### src/rtl/fp_to_int_iter_if.sv
// Operand/result handshake bundle for the float-to-int converter.
// The producer/consumer side uses master; the converter uses slave.
interface fp_to_int_iter_if;
    logic        in_valid;
    logic        in_ready;
    logic [31:0] in_data;
    logic        out_valid;
    logic        out_ready;
    logic [31:0] out_data;
    logic [1:0]  out_flags;

    modport master (
        output in_valid, in_data, out_ready,
        input  in_ready, out_valid, out_data, out_flags
    );

    modport slave (
        input  in_valid, in_data, out_ready,
        output in_ready, out_valid, out_data, out_flags
    );
endinterface

### src/rtl/fp_to_int_iter.sv
// Iterative IEEE-754 single to signed 32-bit integer, round toward zero.
// The significand is walked to its integer position STEP bits per cycle.
module fp_to_int_iter #(
    parameter int STEP = 4
) (
    input  logic              clk,
    input  logic              rst,
    fp_to_int_iter_if.slave   bus
);
    typedef enum logic [1:0] {IDLE, SHIFT, FINISH, HOLD} state_t;

    localparam logic [5:0] STEP_W = 6'(STEP);

    state_t      state_q, state_d;
    logic [31:0] acc_q, acc_d;
    logic [5:0]  count_q, count_d;
    logic        dir_left_q, dir_left_d;
    logic        sticky_q, sticky_d;
    logic        sign_q, sign_d;
    logic        nv_q, nv_d;
    logic [31:0] out_data_q, out_data_d;
    logic [1:0]  out_flags_q, out_flags_d;
    logic        out_valid_q, out_valid_d;

    logic [7:0]  exp_f;
    logic [22:0] mant_f;
    logic        sign_f;
    logic        is_min_int;
    logic [31:0] sat_val;
    logic [5:0]  k;
    logic [31:0] low_mask;

    assign exp_f      = bus.in_data[30:23];
    assign mant_f     = bus.in_data[22:0];
    assign sign_f     = bus.in_data[31];
    assign is_min_int = (bus.in_data == 32'hCF00_0000);
    // NaN always saturates positive; everything else by sign
    assign sat_val    = (sign_f && !(exp_f == 8'hFF && mant_f != 23'd0)) ? 32'h8000_0000
                                                                         : 32'h7FFF_FFFF;
    assign k          = (count_q > STEP_W) ? STEP_W : count_q;
    assign low_mask   = 32'((64'd1 << k) - 64'd1);

    assign bus.in_ready  = (state_q == IDLE);
    assign bus.out_valid = out_valid_q;
    assign bus.out_data  = out_data_q;
    assign bus.out_flags = out_flags_q;

    always_comb begin
        state_d     = state_q;
        acc_d       = acc_q;
        count_d     = count_q;
        dir_left_d  = dir_left_q;
        sticky_d    = sticky_q;
        sign_d      = sign_q;
        nv_d        = nv_q;
        out_data_d  = out_data_q;
        out_flags_d = out_flags_q;
        out_valid_d = out_valid_q;

        unique case (state_q)
            IDLE: begin
                if (bus.in_valid) begin
                    sticky_d = 1'b0;
                    nv_d     = 1'b0;
                    sign_d   = 1'b0;
                    count_d  = 6'd0;
                    state_d  = FINISH;
                    if (exp_f == 8'hFF || (exp_f >= 8'd158 && !is_min_int)) begin
                        // Saturated result is loaded as final value, sign already applied
                        acc_d = sat_val;
                        nv_d  = 1'b1;
                    end else if (exp_f < 8'd127) begin
                        acc_d    = 32'd0;
                        sticky_d = (exp_f != 8'd0) || (mant_f != 23'd0);
                    end else begin
                        acc_d  = {8'd0, 1'b1, mant_f};
                        sign_d = sign_f;
                        if (exp_f > 8'd150) begin
                            dir_left_d = 1'b1;
                            count_d    = 6'(exp_f - 8'd150);
                        end else begin
                            dir_left_d = 1'b0;
                            count_d    = 6'(8'd150 - exp_f);
                        end
                        if (exp_f != 8'd150)
                            state_d = SHIFT;
                    end
                end
            end
            SHIFT: begin
                if (dir_left_q) begin
                    acc_d = acc_q << k;
                end else begin
                    acc_d    = acc_q >> k;
                    sticky_d = sticky_q | (|(acc_q & low_mask));
                end
                count_d = count_q - k;
                if (count_q == k)
                    state_d = FINISH;
            end
            FINISH: begin
                out_data_d  = sign_q ? (-acc_q) : acc_q;
                out_flags_d = {nv_q, sticky_q};
                out_valid_d = 1'b1;
                state_d     = HOLD;
            end
            HOLD: begin
                if (bus.out_ready) begin
                    out_valid_d = 1'b0;
                    state_d     = IDLE;
                end
            end
            default: state_d = IDLE;
        endcase
    end

    always_ff @(posedge clk or posedge rst) begin
        if (rst) begin
            state_q     <= IDLE;
            acc_q       <= 32'd0;
            count_q     <= 6'd0;
            dir_left_q  <= 1'b0;
            sticky_q    <= 1'b0;
            sign_q      <= 1'b0;
            nv_q        <= 1'b0;
            out_data_q  <= 32'd0;
            out_flags_q <= 2'd0;
            out_valid_q <= 1'b0;
        end else begin
            state_q     <= state_d;
            acc_q       <= acc_d;
            count_q     <= count_d;
            dir_left_q  <= dir_left_d;
            sticky_q    <= sticky_d;
            sign_q      <= sign_d;
            nv_q        <= nv_d;
            out_data_q  <= out_data_d;
            out_flags_q <= out_flags_d;
            out_valid_q <= out_valid_d;
        end
    end
endmodule

### src/flat_wrapper.sv
// flat-port wrapper written by rule: the top's interface ports become plain ports
module fp_to_int_iter_flat 
#(
    parameter int STEP = 4
)
  (clk, rst, bus_in_valid, bus_in_data, bus_out_ready, bus_in_ready, bus_out_valid, bus_out_data, bus_out_flags);
  fp_to_int_iter_if bus_i ();
  input  logic clk;
  input  logic rst;
  input wire logic [$bits(bus_i.in_valid)-1:0] bus_in_valid;
  input wire logic [$bits(bus_i.in_data)-1:0] bus_in_data;
  input wire logic [$bits(bus_i.out_ready)-1:0] bus_out_ready;
  output wire logic [$bits(bus_i.in_ready)-1:0] bus_in_ready;
  output wire logic [$bits(bus_i.out_valid)-1:0] bus_out_valid;
  output wire logic [$bits(bus_i.out_data)-1:0] bus_out_data;
  output wire logic [$bits(bus_i.out_flags)-1:0] bus_out_flags;
  assign bus_i.in_valid = bus_in_valid;
  assign bus_i.in_data = bus_in_data;
  assign bus_i.out_ready = bus_out_ready;
  assign bus_in_ready = bus_i.in_ready;
  assign bus_out_valid = bus_i.out_valid;
  assign bus_out_data = bus_i.out_data;
  assign bus_out_flags = bus_i.out_flags;
  fp_to_int_iter #(.STEP(STEP)) u_core (.clk(clk), .rst(rst), .bus(bus_i));
endmodule
### config.mk
export PLATFORM = sky130hd
export DESIGN_NAME = fp_to_int_iter_flat
export DESIGN_NICKNAME = d
export VERILOG_FILES = /design/src/rtl/fp_to_int_iter_if.sv /design/src/rtl/fp_to_int_iter.sv /design/src/flat_wrapper.sv
export SDC_FILE = /design/constraint.sdc
export NUM_CORES = 1
export LEC_CHECK = 0
export ABC_AREA = 1
export BUFFER_PORTS_ARGS = -buffer_cell sky130_fd_sc_hd__buf_2
export CORE_ASPECT_RATIO = 1.75
export CORE_MARGIN = 2
export CORE_UTILIZATION = 50
export CTS_CLUSTER_DIAMETER = 200
export CTS_CLUSTER_SIZE = 30
export DETAILED_ROUTE_END_ITERATION = 12
export PLACE_DENSITY = 0.69
export SLEW_MARGIN = 20
export SYNTH_ARGS = -nofsm -noshare
export SYNTH_HDL_FRONTEND = slang
export SYNTH_SLANG_ARGS = --single-unit
### constraint.sdc
create_clock -name clk -period 3.3 [get_ports clk]
set_clock_uncertainty 0.2 [all_clocks]
set_input_delay 0.33 -clock clk [delete_from_list [all_inputs] [get_ports clk]]
set_output_delay 0.33 -clock clk [all_outputs]
set_load 0.01 [all_outputs]
==> results.md <==
- Final WL: 25.8 mm
- Vias in the first global route: 8169
- Pleak: 0.00416 uW
- Synth unique cells: 32
- Final hold violations: 0
- Clk buf depth: 2
- Die ar.: 15900 sq um
- Area grow syn2layout: 9.59%
- Total power: just over 8000 uW
- Slew @ Worst Pin: 748 ps
- Startpoint Class: flip-flop
- Fillers: 1603
- Fin nets: 1402
- Total CTS buffers: 9
- Max Slew Vio Count: 0
- Chip Width: 96.0 um
- Clk root buf: clkbuf_16
- Area of the multi-input gates: 4720 sq um
- Core Rows: 58
- Status: complete, no violations
- CTS tree: built
- Fin crit share: 0.773
- Placed wire-length estimate: 19.2 mm
- Crit Path Category: reg -> reg
- Syn Area/Cell: 5.60 sq um
- Final Setup Violations: 0
- Max VDD drop: a little under 0.6 mV
- Worst r2r src: u_core.count_q[4]
- Antenna diodes: 0
- H-tree depth: 3
- Seq/Total Area, Yosys: 0.267
- Synth Register Bits: 79
- Share of layout cells above drive strength 1: 0.0905
- Core Area: about 14000 sq um
- Grt total ovfl: 0
- Synth Instances: 1324
- Crit end category: flip-flop
- Crit path DAT: 2640 ps
- Resize count post-CTS: 0
- Rel. slew slack: 0.501
- Commonest non-fill, non-tap cell in the layout: nand2_1
- Drt first-iter violations: 667
- RSZ-0062 raised after global routing: false
- Final Util: 0.563
- Setup_tns: 0 ps
- Worst-Skew Late Latency: 350 ps
- Max cap viols: 0
- Pwr dens: 993 nW/um^2
- Min-delay src: bus_out_ready
- Hold WC Path Type: in -> reg
- I/O Pins: ~70
- Worst-path maximum fanout: 29
- Port-buffer cells: 71
- Clk sinks: 79
- Largest net degree at the start of global routing: 80
- RR Endpoint: u_core.acc_q[23]
- Vias per cell: 5.58
- Die H: 165 um
- Mapped Area: between 7000 and 8000 sq um
- Most frequent cells in the layout: nand2_1, nor2_1, nand3_1, inv_1, dfrtp_1
- Detailed-router iteration count before antenna repair: 6
- Total GRT Usage: 0.336
- Hold buffers post-CTS: 1
- First-pass GRT wire length: 40.9 mm
- WL per Instance: approximately 17 um
- Yosys warning count: 0
- Max Freq: 392 MHz
- Initial antenna violation count: 0
- Req. time, crit path: 3390 ps
- WHS Path Cells: 3
- Post-CTS setup repair buffer count: 0
- Routability cong.: 0.976
- Post-Syn Nets: ~1400
- Post-route ant nets: 0
- Hold Path Sink: u_core.bus.out_valid
- Starting density of the core: 0.513
- Reg2Reg Setup Slack: 750 ps
- Drc violations: 0
- Reg2Reg Depth: 11
- Register area: 1980 sq um
- Reg clk slew, reported paths: 70 ps
- Via Count: 8587
- Crit path time final: 2550 ps
-- cell usage after synthesis --
library cell / n / area (sq um)
nand2_1: 525 / 1970
nor2_1: 233 / 875
nand3_1: 109 / 546
inv_1: 93 / 349
dfrtp_1: 79 / 1980
o21ai_0: 53 / 265
a21oi_1: 40 / 200
clkbuf_1: 30 / 113
xor2_1: 25 / 219
o21ai_1: 23 / 115
buf_2: 21 / 105
a31oi_1: 17 / 106
nand4_1: 15 / 93.8
ha_1: 12 / 150
buf_4: 8 / 60.1
buf_1: 7 / 26.3
clkinv_1: 4 / 15.0
inv_2: 4 / 15.0
nor3_1: 4 / 20.0
buf_6: 3 / 33.8
nand3_2: 3 / 30.0
nor2_2: 3 / 18.8
nor2_4: 3 / 33.8
nand2_2: 2 / 12.5
a31o_2: 1 / 8.76
conb_1: 1 / 3.75
nand2_4: 1 / 11.3
nor4_1: 1 / 6.26
o21a_1: 1 / 7.51
o21ai_2: 1 / 8.76
o2bb2ai_1: 1 / 8.76
xnor2_1: 1 / 8.76
-- cells by family (layout without fill, tap and decap cells) --
family / Yosys count / in the layout / synth area share
adders and majority gates: 12 / 12 / 0.0203
DFF: 79 / 79 / 0.267
AOI/OAI and AO/OA: 137 / 137 / 0.0972
other: 1 / 1 / 0.000506
xor gates and xnor gates: 26 / 26 / 0.0307
buffers and inverters: 170 / 205 / 0.0967
and+or+nand+nor: 899 / 899 / 0.488
-- flip-flops by register name (all words and copies together) (netlist names) --
name / cells
u_core.sign_q: 1
u_core.count_q: 6
u_core.sticky_q: 1
u_core.state_q: 2
u_core.acc_q: 32
u_core.bus.out_valid: 1
u_core.bus.out_data: 32
u_core.bus.out_flags: 2
u_core.nv_q: 1
u_core.dir_left_q: 1
-- worst max path at each step --
stage | start | slack [ps] | cells after the start | to
floorplan | rst | 750 | 1 | u_core.acc_q[0]
global placement | u_core.count_q[4] | 810 | 12 | u_core.sticky_q
detailed placement | u_core.count_q[4] | 790 | 12 | u_core.sticky_q
CTS | u_core.count_q[4] | 780 | 12 | u_core.sticky_q
global route | u_core.count_q[4] | 540 | 12 | u_core.sticky_q
finish | u_core.count_q[4] | 750 | 11 | u_core.acc_q[23]
-- layer usage --
| metal | routed length (um) | vias up | GRT usage |
|---|---|---|---|
| met4 | 1420 | 0 | 0.189 |
| met1 | 9790 | 3920 | 0.388 |
| li1 | - | 4217 | - |
| met3 | 1590 | 93 | 0.0436 |
| met2 | 13000 | 357 | 0.583 |
| met5 | 0 | - | 0 |
-- worst max-delay path: stages, from the launching register on --
cell and delay [ps]:
dfrtp_1 440, nor2_4 330, nand2_4 240, inv_2 480
nor2_1 130, nor2_1 240, nand3_1 120, nand2_1 70
nand2_1 40, nand2_1 70, nand2_1 40, nand2_1 60
-- cell type report --
class                           instances  area share
Multi-Input combinational cell       1075       0.581
Clock inverter                          6     0.00847
Clock buffer                           10      0.0294
Inverter                              101      0.0468
Timing Repair Buffer                   88      0.0628
Tap cell                              180      0.0277
Sequential cell                        79       0.243
-- power breakdown --
group          internal [uW]  switching (uW)
clock network            612             463
registers               1450             652
logic                   1540            3350
-- stage by stage --
stage / area, sq um / hold WS [ps] / setup slack [ps] / std cells
2_1_floorplan: 7410 / 249 / 747 / 1324
3_3_place_gp: 7810 / 254 / 813 / 1522
3_5_place_dp: 7810 / 262 / 785 / 1522
4_1_cts: 8120 / 60.0 / 780 / 1539
5_1_grt: 8120 / 65.3 / 542 / 1539
6_report: 8120 / 64.0 / 751 / 1539
(Power assumes the default switching activity.)
